===== config.mk =====
export PLATFORM = sky130hd
export DESIGN_NAME = jk_bank_sequencer_flat
export DESIGN_NICKNAME = d
export VERILOG_FILES = /design/src/rtl/jk_bank_sequencer_if.sv /design/src/rtl/jk_bank_sequencer.sv /design/src/flat_wrapper.sv
export SDC_FILE = /design/constraint.sdc
export NUM_CORES = 1
export LEC_CHECK = 0
export ABC_AREA = 1
export CAP_MARGIN = 0
export CORE_MARGIN = 10
export CORE_UTILIZATION = 40
export DETAILED_ROUTE_END_ITERATION = 10
export PLACE_DENSITY_LB_ADDON = 0.08
export SLEW_MARGIN = 20
export SYNTH_ARGS = -nofsm -noshare
export SYNTH_HDL_FRONTEND = slang
export SYNTH_SLANG_ARGS = --single-unit

===== constraint.sdc =====
create_clock -name CLK -period 1.5 [get_ports CLK]
set_clock_uncertainty 0.05 [all_clocks]
set_input_delay 0.45 -clock CLK [delete_from_list [all_inputs] [get_ports CLK]]
set_output_delay 0.45 -clock CLK [all_outputs]
set_load 0.01 [all_outputs]

===== src/rtl/jk_bank_sequencer_if.sv =====
// Command channel between a command source and jk_bank_sequencer.
// The source drives op/arg under valid; the sequencer answers with ready.
interface jk_bank_sequencer_if #(
    parameter int W = 4
);
    logic         cmd_valid;
    logic         cmd_ready;
    logic [2:0]   cmd_op;
    logic [W-1:0] cmd_arg;

    modport master (output cmd_valid, output cmd_op, output cmd_arg, input cmd_ready);
    modport slave  (input cmd_valid, input cmd_op, input cmd_arg, output cmd_ready);
endinterface


===== src/rtl/jk_bank_sequencer.sv =====
// Command-driven controller producing registered J/K drive for a bank of W JK flip-flops.
// Optional Q-vs-shadow checker enabled by defining JKSEQ_VERIFY_EN.
module jk_bank_sequencer #(
    parameter int W     = 4,
    parameter int CNT_W = 8
) (
    input  logic                 CLK,
    input  logic                 RESET,
    jk_bank_sequencer_if.slave   cmd,
    input  logic [W-1:0]         Q,
    output logic [W-1:0]         J,
    output logic [W-1:0]         K,
    output logic                 busy,
    output logic                 done,
    output logic [W-1:0]         shadow,
    output logic                 err
);

    typedef enum logic [2:0] {
        OP_NOP    = 3'b000,
        OP_SET    = 3'b001,
        OP_CLR    = 3'b010,
        OP_TOG    = 3'b011,
        OP_LOAD   = 3'b100,
        OP_CNT_UP = 3'b101,
        OP_CNT_DN = 3'b110,
        OP_SYNC   = 3'b111
    } op_e;

    typedef enum logic [1:0] {S_IDLE, S_APPLY, S_COUNT} state_e;

    state_e             state, state_nx;
    op_e                op;
    logic               accept;
    logic [CNT_W-1:0]   n_steps, cnt_q, cnt_nx;
    logic               dir_up_q, dir_up_nx;
    logic [W-1:0]       j_nx, k_nx, shadow_nx;
    logic               done_nx;
    logic               last_step;

    assign cmd.cmd_ready = (state == S_IDLE);
    assign accept        = cmd.cmd_valid && cmd.cmd_ready;
    assign op            = op_e'(cmd.cmd_op);
    assign n_steps       = CNT_W'(cmd.cmd_arg);
    assign last_step     = (cnt_q == CNT_W'(1));

    // Bit i toggles when all lower bits are 1 (up) or all 0 (down).
    function automatic logic [W-1:0] toggle_mask(input logic [W-1:0] s, input logic up);
        logic run;
        toggle_mask = '0;
        run = 1'b1;
        for (int i = 0; i < W; i++) begin
            toggle_mask[i] = run;
            run = run & (up ? s[i] : ~s[i]);
        end
    endfunction

    always_ff @(posedge CLK or posedge RESET) begin
        if (RESET) state <= S_IDLE;
        else       state <= state_nx;
    end

    always_comb begin
        // NOTE: every combinational output is defaulted first so no latch is inferred.
        state_nx = state;
        case (state)
            S_IDLE: begin
                if (accept) begin
                    case (op)
                        OP_SET, OP_CLR, OP_TOG, OP_LOAD: state_nx = S_APPLY;
                        OP_CNT_UP, OP_CNT_DN:            if (n_steps != '0) state_nx = S_COUNT;
                        default:                         state_nx = S_IDLE;
                    endcase
                end
            end
            S_APPLY: state_nx = S_IDLE;
            S_COUNT: if (last_step) state_nx = S_IDLE;
            default: state_nx = S_IDLE;
        endcase
    end

    always_comb begin
        j_nx      = '0;
        k_nx      = '0;
        done_nx   = 1'b0;
        shadow_nx = shadow;
        cnt_nx    = cnt_q;
        dir_up_nx = dir_up_q;
        case (state)
            S_IDLE: begin
                if (accept) begin
                    case (op)
                        OP_SET:  j_nx = cmd.cmd_arg;
                        OP_CLR:  k_nx = cmd.cmd_arg;
                        OP_TOG:  begin j_nx = cmd.cmd_arg; k_nx = cmd.cmd_arg;  end
                        OP_LOAD: begin j_nx = cmd.cmd_arg; k_nx = ~cmd.cmd_arg; end
                        OP_CNT_UP, OP_CNT_DN: begin
                            dir_up_nx = (op == OP_CNT_UP);
                            cnt_nx    = n_steps;
                            if (n_steps == '0) begin
                                done_nx = 1'b1;
                            end else begin
                                j_nx = toggle_mask(shadow, dir_up_nx);
                                k_nx = j_nx;
                            end
                        end
                        OP_SYNC: begin shadow_nx = Q; done_nx = 1'b1; end
                        default: done_nx = 1'b1;
                    endcase
                end
            end
            // Predict the bank with the JK characteristic equation on the drive just applied.
            S_APPLY: begin
                shadow_nx = (J & ~shadow) | (~K & shadow);
                done_nx   = 1'b1;
            end
            S_COUNT: begin
                shadow_nx = dir_up_q ? shadow + W'(1) : shadow - W'(1);
                cnt_nx    = cnt_q - CNT_W'(1);
                if (last_step) begin
                    done_nx = 1'b1;
                end else begin
                    j_nx = toggle_mask(shadow_nx, dir_up_q);
                    k_nx = j_nx;
                end
            end
            default: ;
        endcase
    end

    always_ff @(posedge CLK or posedge RESET) begin
        // NOTE: registered state uses non-blocking assignments only.
        if (RESET) begin
            J        <= '0;
            K        <= '0;
            busy     <= 1'b0;
            done     <= 1'b0;
            shadow   <= '0;
            cnt_q    <= '0;
            dir_up_q <= 1'b0;
        end else begin
            J        <= j_nx;
            K        <= k_nx;
            busy     <= (state_nx != S_IDLE);
            done     <= done_nx;
            shadow   <= shadow_nx;
            cnt_q    <= cnt_nx;
            dir_up_q <= dir_up_nx;
        end
    end

`ifdef JKSEQ_VERIFY_EN
    logic chk_q;

    always_ff @(posedge CLK or posedge RESET) begin
        if (RESET) begin
            chk_q <= 1'b0;
            err   <= 1'b0;
        end else begin
            chk_q <= (state != S_IDLE) || (accept && op == OP_SYNC);
            if (chk_q && (Q != shadow)) err <= 1'b1;
        end
    end
`else
    assign err = 1'b0;
`endif

endmodule


===== src/flat_wrapper.sv =====
// flat-port wrapper written by rule: the top's interface ports become plain ports
module jk_bank_sequencer_flat 
#(
    parameter int W     = 4,
    parameter int CNT_W = 8
)
  (CLK, RESET, Q, J, K, busy, done, shadow, err, cmd_cmd_valid, cmd_cmd_op, cmd_cmd_arg, cmd_cmd_ready);
  jk_bank_sequencer_if #(.W(W)) cmd_i ();
  input  logic CLK;
  input  logic RESET;
  input  logic [W-1:0] Q;
  output logic [W-1:0] J;
  output logic [W-1:0] K;
  output logic busy;
  output logic done;
  output logic [W-1:0] shadow;
  output logic err;
  input wire logic [$bits(cmd_i.cmd_valid)-1:0] cmd_cmd_valid;
  input wire logic [$bits(cmd_i.cmd_op)-1:0] cmd_cmd_op;
  input wire logic [$bits(cmd_i.cmd_arg)-1:0] cmd_cmd_arg;
  output wire logic [$bits(cmd_i.cmd_ready)-1:0] cmd_cmd_ready;
  assign cmd_i.cmd_valid = cmd_cmd_valid;
  assign cmd_i.cmd_op = cmd_cmd_op;
  assign cmd_i.cmd_arg = cmd_cmd_arg;
  assign cmd_cmd_ready = cmd_i.cmd_ready;
  jk_bank_sequencer #(.W(W), .CNT_W(CNT_W)) u_core (.CLK(CLK), .RESET(RESET), .cmd(cmd_i), .Q(Q), .J(J), .K(K), .busy(busy), .done(done), .shadow(shadow), .err(err));
endmodule

==> flow_metrics.tcl <==
set metrics [dict create \
    grt_first_pass_wirelength_um 8190 \
    grt_max_degree 26 \
    clockBufferDepth 2 \
    hold_slack_ps 449 \
    worst-setup-path-type "flip-flop to flip-flop" \
    hold_viol_final 0 \
    slew_viol_final 0 \
    critPathMaxFanout 4 \
    numCtsBuffers 3 \
    start_util 0.421 \
    hp-class "input pin to async pin" \
    cts.sinks 25 \
    die_width_um 88.4 \
    finalPower_w 0.00521 \
    grt_pass1_vias 1729 \
    core_sq_um 4440 \
    diodes 0 \
    violations "negative setup slack" \
    ys.flop_type "dfrtp_1" \
    clock.fmax_mhz 640 \
    final_cell_mix "72 x nand2_1, 33 x buf_4, 27 x inv_1, 23 x dfrtp_1, 20 x nand3_1" \
    final-setup-viol-count 2 \
    ioPinCount 30 \
    wl_um 5130 \
    synth.yosys.seq_area_share 0.334 \
    r2r-start "u_core.shadow[1]" \
    timing.rr.end "u_core.J[3]" \
    nNetsFinal 355 \
    path_buf_inv 0 \
    drcViolationCount 0 \
    fp.dieH_um 88.4 \
    synthesis.area_sq_um 1870 \
    first_pass_iters 4 \
    ff2ff_setup_slack_ps -60 \
    ys_ff_latch 25 \
    place.port_buffers 28 \
    synthArstFlopShare 1.00 \
    fin_crit_ps 1560 \
    drive_above_1_share 0.329 \
    setup_ws_ps -63.3 \
    ys_types 30 \
    ir_drop_mv 0.817 \
    wl_per_cell_um 13.4 \
    rsz0062_at_grt "yes" \
    grt_use_total 0.131 \
    cp_data_arrival_time_ps 1720 \
    timing.final.crit_share 1.04 \
    clock_latency_ps 270 \
    synthCells 266 \
    postRouteAntennaNets 0 \
    critPathTopFamily "flip-flops" \
    final_common_cell "nand2_1" \
    area_growth_pct 42.4 \
    yosys_warnings 0 \
    syn_area_per_cell_sq_um 7.04 \
    die_area_sq_um 7820 \
    grt-ovfl-total 0 \
    row_count 24 \
    cap_violations 0 \
    worstSetupEndpointType "flip-flop" \
    synth_edf_count 0 \
    via_count 1904 \
    avgViaCountPerCell 4.97 \
    start_kind "flip-flop" \
    first_iter_violations 95 \
    cts.reportedPaths.clkPinSlew_ps 90 \
    cts_tree "yes" \
    status "complete, but fails checks" \
    critical_path.max_stage_delay_ps 470 \
    power_density_nw_per_um2 1960 \
    p_leak_nw 1.39 \
    antenna_found_initial 0 \
    critPathSlowestCell "dfrtp_2" \
    worstPathRequired_ps 1660 \
    reg2reg_depth 5 \
    h-tree-depth 1 \
    path_cells "fa_2 > xor2_2 > xor2_1 > nand3_1 > nand2_1" \
    dp_hpwl_um 3870 \
    root_buffer "clkbuf_8" \
    gp_congestion 0.847 \
    synth_nets 289 \
]
==> metrics by stage <==
step / TNS (ps) / instance area, sq um / setup WS, ps / util / std cells
global route: -537 / 2670 / -142 / 0.600 / 383
global placement: -9120 / 2420 / -416 / 0.545 / 370
CTS: -131 / 2510 / -58.8 / 0.565 / 376
floorplan: 0 / 1880 / 4.15 / - / 266
finish: -115 / 2670 / -63.3 / 0.600 / 383
detailed placement: -9500 / 2420 / -446 / 0.545 / 370
==> layer usage <==
metal  up-vias  global-route usage  share of wire
li1        980                   -              -
met1       870               0.186           0.48
met2        52               0.196           0.46
met3         2              0.0239          0.064
met4         0              0.0352         0.0045
met5         -                   0              0
==> synthesized netlist by cell type, types with 4 or more instances <==
library cell | count | share of area
nand2_1 | 83 | 0.17
inv_1 | 34 | 0.068
dfrtp_1 | 25 | 0.33
nor2_1 | 25 | 0.050
nand3_1 | 21 | 0.056
o21ai_0 | 13 | 0.035
ha_1 | 8 | 0.053
nand2_2 | 6 | 0.020
o21ai_2 | 6 | 0.028
a21oi_1 | 5 | 0.013
nand4_1 | 5 | 0.017
nand3_2 | 4 | 0.021
xor2_1 | 4 | 0.019
==> flip-flops by register name, indices dropped and copies added (netlist names) <==
register	cells
u_core.J	4
u_core.K	4
u_core.busy	1
u_core.cnt_q	8
u_core.dir_up_q	1
u_core.done	1
u_core.shadow	4
u_core.state	2
==> worst max path at each step <==
stage,start,to,slack [ps],depth (start not counted)
2_1_floorplan,u_core.state[0],u_core.shadow[3],4,8
6_report,u_core.shadow[1],u_core.J[3],-60,5
4_1_cts,u_core.shadow[0],u_core.J[3],-60,6
3_3_place_gp,cmd_cmd_op[0],u_core.cnt_q[3],-420,9
3_5_place_dp,cmd_cmd_op[1],u_core.cnt_q[3],-450,9
5_1_grt,u_core.shadow[1],u_core.J[3],-140,5
==> worst reg2reg max path: cells and delay by family (launching register included) <==
kind / cells / cell delay [ps]
DFF: 1 / 470
adders and majority gates: 1 / 410
xor gates and xnor gates: 2 / 380
and+or+nand+nor: 2 / 200
==> where the power goes <==
group	switching, W	total, W	internal, W
Clock	0.000223	0.000413	0.000190
Combinational	0.00200	0.00363	0.00163
Sequential	0.000207	0.00117	0.000962
Total	0.00243	0.00521	0.00279
==> cell type report <==
class	instances	area, sq um
inverters	35	136
well taps	52	65.1
clock buffers	4	45.0
fillers	434	1780
multi-input cells	200	1200
flip-flops and latches	25	628
repair buffers	67	587
==> cell families (layout without fill, tap and decap cells) <==
family                     Yosys count  after routing  share of synthesized area
and+or+nand+nor                    152            153                      0.368
buffers and inverters               42            106                      0.101
AOI/OAI and AO/OA                   32             32                      0.108
DFF                                 25             25                      0.334
adders and majority gates            9              9                     0.0642
xor gates and xnor gates             5              5                     0.0234
other                                1              1                    0.00200
==> timing repair <==
item | in CTS | in global routing
resized for setup | 39 | 45
hold endpoints to repair | 0 | 0
setup buffers | 2 | 7
hold buffers | 0 | 0
endpoints found under the setup margin | 40 | 23
pin swaps | 6 | 15
cloned | 0 | 1
(Power assumes the default switching activity.)
